==> config.mk <==
export PLATFORM = sky130hd
export DESIGN_NAME = fpmul_result_collector
export DESIGN_NICKNAME = d
export VERILOG_FILES = /design/src/rtl/fpmul_tb_pkg.sv /design/src/rtl/pair_fifo.sv /design/src/rtl/fpmul_result_collector.sv
export SDC_FILE = /design/constraint.sdc
export NUM_CORES = 1
export LEC_CHECK = 0
export BUFFER_PORTS_ARGS = -buffer_cell sky130_fd_sc_hd__buf_2
export CAP_MARGIN = 20
export CORE_UTILIZATION = 30
export DETAILED_ROUTE_END_ITERATION = 6
export GPL_TIMING_DRIVEN = 0
export PLACE_DENSITY = 0.46
export RECOVER_POWER = 100
export SYNTH_ARGS = -nofsm -noshare
export SYNTH_HDL_FRONTEND = slang
export SYNTH_SLANG_ARGS = --single-unit
==> constraint.sdc <==
create_clock -name CLK -period 4.9 [get_ports CLK]
set_clock_uncertainty 0.05 [all_clocks]
set_input_delay 0.98 -clock CLK [delete_from_list [all_inputs] [get_ports CLK]]
set_output_delay 0.98 -clock CLK [all_outputs]
set_load 0.03 [all_outputs]
==> src/rtl/fpmul_tb_pkg.sv <==
// Shared FP field definitions and the {operand, result} pair payload for the FP multiplier bench.
package fpmul_tb_pkg;

  localparam int unsigned FP_W     = 32;
  localparam int unsigned EXP_MSB  = 30;
  localparam int unsigned EXP_LSB  = 23;
  localparam int unsigned SIGN_BIT = 31;
  localparam logic [EXP_MSB-EXP_LSB:0] EXP_ALL_ONES = 8'hFF;

  typedef struct packed {
    logic [FP_W-1:0] op;
    logic [FP_W-1:0] res;
  } pair_t;

  function automatic logic is_nan(input logic [FP_W-1:0] x);
    return (x[EXP_MSB:EXP_LSB] == EXP_ALL_ONES) && (x[EXP_LSB-1:0] != '0);
  endfunction

  // A square can only legitimately be negative if it is a NaN carrying a sign bit.
  function automatic logic is_neg_num(input logic [FP_W-1:0] x);
    return x[SIGN_BIT] && !is_nan(x);
  endfunction

endpackage

==> src/rtl/pair_fifo.sv <==
// Registered synchronous FIFO, no fall-through; head is the entry at the read pointer.
module pair_fifo #(
  parameter int unsigned WIDTH = 64,
  parameter int unsigned DEPTH = 8
) (
  input  logic             clk,
  input  logic             rst_n,
  input  logic             push,
  input  logic             pop,
  input  logic [WIDTH-1:0] data,
  output logic             full,
  output logic             empty,
  output logic [WIDTH-1:0] head
);

  localparam int unsigned PTR_W = $clog2(DEPTH);
  localparam int unsigned CNT_W = PTR_W + 1;

  logic [WIDTH-1:0] mem [DEPTH];
  logic [PTR_W-1:0] wr_ptr;
  logic [PTR_W-1:0] rd_ptr;
  logic [CNT_W-1:0] count;
  logic [CNT_W-1:0] count_nxt;
  logic             do_push;
  logic             do_pop;

  assign do_pop  = pop && !empty;
  assign do_push = push && (!full || do_pop);
  assign head    = mem[rd_ptr];

  always_comb begin
    count_nxt = count;
    if (do_push && !do_pop) count_nxt = count + CNT_W'(1);
    if (!do_push && do_pop) count_nxt = count - CNT_W'(1);
  end

  // Flags are registered from the next occupancy so they align with the pointers.
  always_ff @(posedge clk or negedge rst_n) begin
    if (!rst_n) begin
      wr_ptr <= '0;
      rd_ptr <= '0;
      count  <= '0;
      full   <= 1'b0;
      empty  <= 1'b1;
      for (int i = 0; i < int'(DEPTH); i++) mem[i] <= '0;
    end else begin
      if (do_push) begin
        mem[wr_ptr] <= data;
        wr_ptr      <= wr_ptr + PTR_W'(1);
      end
      if (do_pop) rd_ptr <= rd_ptr + PTR_W'(1);
      count <= count_nxt;
      full  <= (count_nxt == CNT_W'(DEPTH));
      empty <= (count_nxt == '0);
    end
  end

endmodule

==> src/rtl/fpmul_result_collector.sv <==
// Aligns each squared operand with its FPmul result, checks the sign, and buffers the pair
// for a valid/ready consumer.
module fpmul_result_collector
  import fpmul_tb_pkg::*;
#(
  parameter int unsigned WIDTH   = FP_W,
  parameter int unsigned LATENCY = 4,
  parameter int unsigned DEPTH   = 8
) (
  input  logic             CLK,
  input  logic             RST_N,
  input  logic             EN,
  input  logic [WIDTH-1:0] DIN,
  input  logic [WIDTH-1:0] DOUT,
  input  logic             CLR,
  output logic             PAIR_VALID,
  input  logic             PAIR_READY,
  output logic [WIDTH-1:0] PAIR_OP,
  output logic [WIDTH-1:0] PAIR_RES,
  output logic [15:0]      PAIR_CNT,
  output logic             SIGN_ERR,
  output logic             OVERFLOW
);

  localparam int unsigned PAIR_W = $bits(pair_t);
  localparam logic [15:0] CNT_MAX = 16'hFFFF;

  logic [LATENCY-1:0] dl_vld;
  logic [WIDTH-1:0]   dl_dat [LATENCY];
  logic               tap_vld;
  logic               push;
  logic               pop;
  logic               drop;
  logic               full;
  logic               empty;
  logic               err;
  pair_t              wr_pair;
  pair_t              head;

  // Operand delay line matching the multiplier pipeline depth.
  always_ff @(posedge CLK or negedge RST_N) begin
    if (!RST_N) begin
      dl_vld <= '0;
      for (int i = 0; i < int'(LATENCY); i++) dl_dat[i] <= '0;
    end else begin
      dl_vld[0] <= EN;
      dl_dat[0] <= DIN;
      for (int i = 1; i < int'(LATENCY); i++) begin
        dl_vld[i] <= dl_vld[i-1];
        dl_dat[i] <= dl_dat[i-1];
      end
    end
  end

  assign tap_vld     = dl_vld[LATENCY-1];
  assign wr_pair.op  = FP_W'(dl_dat[LATENCY-1]);
  assign wr_pair.res = FP_W'(DOUT);

  assign pop  = PAIR_VALID && PAIR_READY;
  assign push = tap_vld && (!full || pop);
  assign drop = tap_vld && full && !pop;
  assign err  = push && is_neg_num(FP_W'(DOUT));

  pair_fifo #(
    .WIDTH (PAIR_W),
    .DEPTH (DEPTH)
  ) u_fifo (
    .clk   (CLK),
    .rst_n (RST_N),
    .push  (push),
    .pop   (pop),
    .data  (wr_pair),
    .full  (full),
    .empty (empty),
    .head  (head)
  );

  assign PAIR_VALID = !empty;
  assign PAIR_OP    = WIDTH'(head.op);
  assign PAIR_RES   = WIDTH'(head.res);

  // A same-cycle event overrides CLR, so no push, error or drop is ever lost.
  always_ff @(posedge CLK or negedge RST_N) begin
    if (!RST_N) begin
      PAIR_CNT <= '0;
      SIGN_ERR <= 1'b0;
      OVERFLOW <= 1'b0;
    end else begin
      if (push) begin
        if (CLR)                       PAIR_CNT <= 16'd1;
        else if (PAIR_CNT != CNT_MAX)  PAIR_CNT <= PAIR_CNT + 16'd1;
      end else if (CLR) begin
        PAIR_CNT <= '0;
      end
      SIGN_ERR <= (SIGN_ERR && !CLR) || err;
      OVERFLOW <= (OVERFLOW && !CLR) || drop;
    end
  end

endmodule

==> flow_metrics.py <==
metrics = {
    "setup_path": {
        "critPathKind": "reg -> out",
        "cp-start-kind": "register",
        "crit_required_ps": 3870,
        "end_kind": "output port",
        "r2r_start": "u_fifo.empty$_DFF_PN1_",
        "arrival_ps": 3580,
        "cp-startpoint": "u_fifo.rd_ptr[1]$_DFFE_PN0P_",
        "critPathMaxFanout": 10,
    },
    "synth": {
        "synth.cell_area_um2": 28600,
        "async_flop_share_pct": 100,
        "synth_cell_types": 60,
        "yosys.area.top_type_share_pct": 58.9,
        "synth_area_leaders": "dfrtp_1, mux2_2, mux4_2",
        "synth_nets": 1714,
        "ys_ff_latch": 674,
        "synthCells": 1640,
        "yosys_warnings": 0,
        "syn_avg_cell_area_um2": 17.4,
        "seq_area_frac_synth_pct": 59.0,
        "synth_edf_count": 0,
        "synth.most_common_cell": "dfrtp_1",
        "synth_common_cells": "dfrtp_1, mux2_2, mux4_2, mux2_4, buf_2",
        "yosysTopAreaCell": "dfrtp_1",
        "synthFlopType": "dfrtp_1",
    },
    "die": {
        "io_pins": 152,
        "dieHeight_um": 311,
        "die_w_um": 311,
        "core_um2": 93900,
        "die_area_um2": 96500,
        "row_count": 112,
        "initial_core_util_pct": 30.4,
    },
    "power_and_ir_drop": {
        "power_switching_w": 0.00824,
        "switching_share_pct": 33.9,
        "p_int_w": 0.0160,
        "comb_power_share_pct": 38.3,
        "pwr-share-seq_pct": 36.8,
        "pwr-share-clk_pct": 24.9,
        "p_per_area_nw_per_um2": 740,
        "leakagePower_nw": 13.6,
        "ir_worst_vdd_uv": 303,
    },
    "timing": {
        "setup_viol_count_final": 0,
        "drv_slew": 75,
        "hold_viol": 0,
        "fmax_ghz": 0.217,
        "period_share_pct": 94.1,
        "relSlewSlack_pct": -133,
        "worst_slew_pin_slew_ps": 3500,
        "fin_hold_ws_ps": 290,
        "min_period_ps": 4610,
        "grt_setup_unrepaired": "false",
    },
    "place": {
        "place_inst": 3051,
        "place_congestion": 0.739,
        "io_buffers": 151,
        "dp_hpwl_um": 43300,
    },
    "global_route": {
        "grtUsageTotal_pct": 14.7,
        "grt_overflow_total": 0,
        "grt_pass1_wl_um": 109000,
        "antenna_found_initial": 8,
        "grt_max_degree": 123,
        "first_global_vias": 17100,
    },
    "clock_tree": {
        "insertion_delay_ps": 620,
        "cts-resized-gates": 0,
        "cts_made_buffers": 79,
        "cts.sinks": 674,
        "clk_pin_slew_ps": 50,
        "ctsLongestPathBuffers": 3,
        "h-tree-depth": 3,
        "cts_tree": "done",
        "postCtsHoldBufs": 0,
        "post-cts-setup-buffers": 0,
        "root_buffer": "clkbuf_16",
    },
    "detailed_routing": {
        "wl_um": 69200,
        "vias": 15100,
        "first_pass_iters": 5,
        "drt_first_iter_violations": 756,
        "drcViolationCount": 0,
        "postRouteAntennaNets": 0,
        "wl_per_cell_um": 21.6,
        "via_per_inst": 4.72,
    },
    "layout": {
        "drive_above_1_share_pct": 41.0,
        "instances_no_fill": 3201,
        "multiInputGateArea_um2": 10400,
        "nNetsFinal": 1954,
        "syn2layout_area_growth_pct": 14.8,
        "regArea_um2": 16900,
        "fillers": 9111,
        "utilization_pct": 34.9,
    },
    "min_path": {
        "hold_class": "reg -> reg",
        "hold_path_startpoint": "dl_dat[121]$_DFF_PN0_",
    },
    "outcome": {
        "failed_checks": "max-capacitance violations, max-slew violations",
        "status": "finished with violations",
    },
    "flow_run": {
        "drv_cap": 2,
    },
}
-- cells by family (layout without fill, tap and decap cells) --
family                     after synthesis  after routing  share of synthesized area, %
other                                    0              3                             0
adders and majority gates                5              5                         0.219
DFF                                    674            674                          59.0
AOI/OAI and AO/OA                       41             41                          1.08
and+or+nand+nor                         96             96                          2.10
buffers and inverters                  107            411                          2.77
muxes                                  712            712                          34.7
xor gates and xnor gates                 5              5                         0.153
-- power groups by stage --
stage,Sequential [W],Clock (W),Combinational (W)
after floorplan,0.00864,0,0.00768
after global placement,0.00891,0,0.0101
after detailed placement,0.00904,0,0.0102
after CTS,0.00896,0.00628,0.0103
after global routing,0.00924,0.00650,0.00997
final,0.00893,0.00605,0.00929
-- area by class of cell --
class	instances	share of cell area, %
antenna	3	0.0229
buffer	99	1.23
clock buffer	117	7.02
clock inverter	28	1.13
inverter	8	0.0915
multi-input combinational	859	31.8
sequential	674	51.4
tap	1254	4.78
timing repair buffer	159	2.55
-- flip-flops by register name (all words and copies together) (netlist names), 3 cells and up --
| register | count |
|---|---|
| u_fifo.rd_ptr | 3 |
| dl_dat | 128 |
| dl_vld | 4 |
| u_fifo.count | 4 |
| PAIR_CNT | 16 |
| u_fifo.mem | 512 |
| u_fifo.wr_ptr | 3 |
-- routing by layer --
layer,up-vias,global-route usage [%],wire length (um)
li1,6592,-,-
met1,8142,19.9,31500
met2,235,23.5,33300
met3,116,2.99,2500
met4,8,4.89,1920
met5,-,0,58
-- layout by cell type (no fill, tap or decap), types with 4 or more instances in the layout --
| master | instances |
|---|---|
| dfrtp_1 | 673 |
| a21oi_1 | 9 |
| mux2_2 | 437 |
| nor2b_1 | 8 |
| bufinv_16 | 8 |
| clkinv_2 | 13 |
| inv_1 | 7 |
| ha_1 | 5 |
| clkbuf_8 | 12 |
| mux2_1 | 134 |
| buf_4 | 4 |
| o21ai_0 | 7 |
| buf_2 | 83 |
| mux2_4 | 12 |
| nand2_1 | 19 |
| and3_1 | 4 |
| nand4_1 | 5 |
| nor3_1 | 9 |
| clkbuf_1 | 184 |
| mux4_2 | 128 |
| nand3_1 | 8 |
| nor2_1 | 12 |
| xnor2_1 | 5 |
| a211oi_1 | 5 |
| nor4_1 | 10 |
| buf_16 | 5 |
| or3_1 | 4 |
| clkbuf_16 | 82 |
-- critical path: stages, from the launching register on --
cell and delay [ps]:
dfrtp_1 430, clkbuf_1 750, clkbuf_1 720, mux4_2 420, mux2_1 410, buf_2 230
-- through the flow --
step	TNS, ps	power, W	worst slack [ps]	area, um^2
3_3_place_gp	-7599860	0.0190	-11370	30900
6_report	0	0.0243	289	32800
4_1_cts	0	0.0255	261	33800
5_1_grt	0	0.0257	158	32800
3_5_place_dp	0	0.0193	950	31100
2_1_floorplan	0	0.0163	2020	28600
-- final timing paths --
kind / end / slack (ps) / depth (start not counted)
max: PAIR_OP[16] / 290 / 5
min: dl_dat[89]$_DFF_PN0_ / 290 / 0
max reg2reg: u_fifo.mem[103]$_DFFE_PN0P_ / 720 / 5
min reg2reg: dl_dat[89]$_DFF_PN0_ / 290 / 0
max in group asynchronous: u_fifo.mem[132]$_DFFE_PN0P_ / 840 / 3
min in group asynchronous: dl_dat[111]$_DFF_PN0_ / 1720 / 1
(Power assumes the default switching activity.)
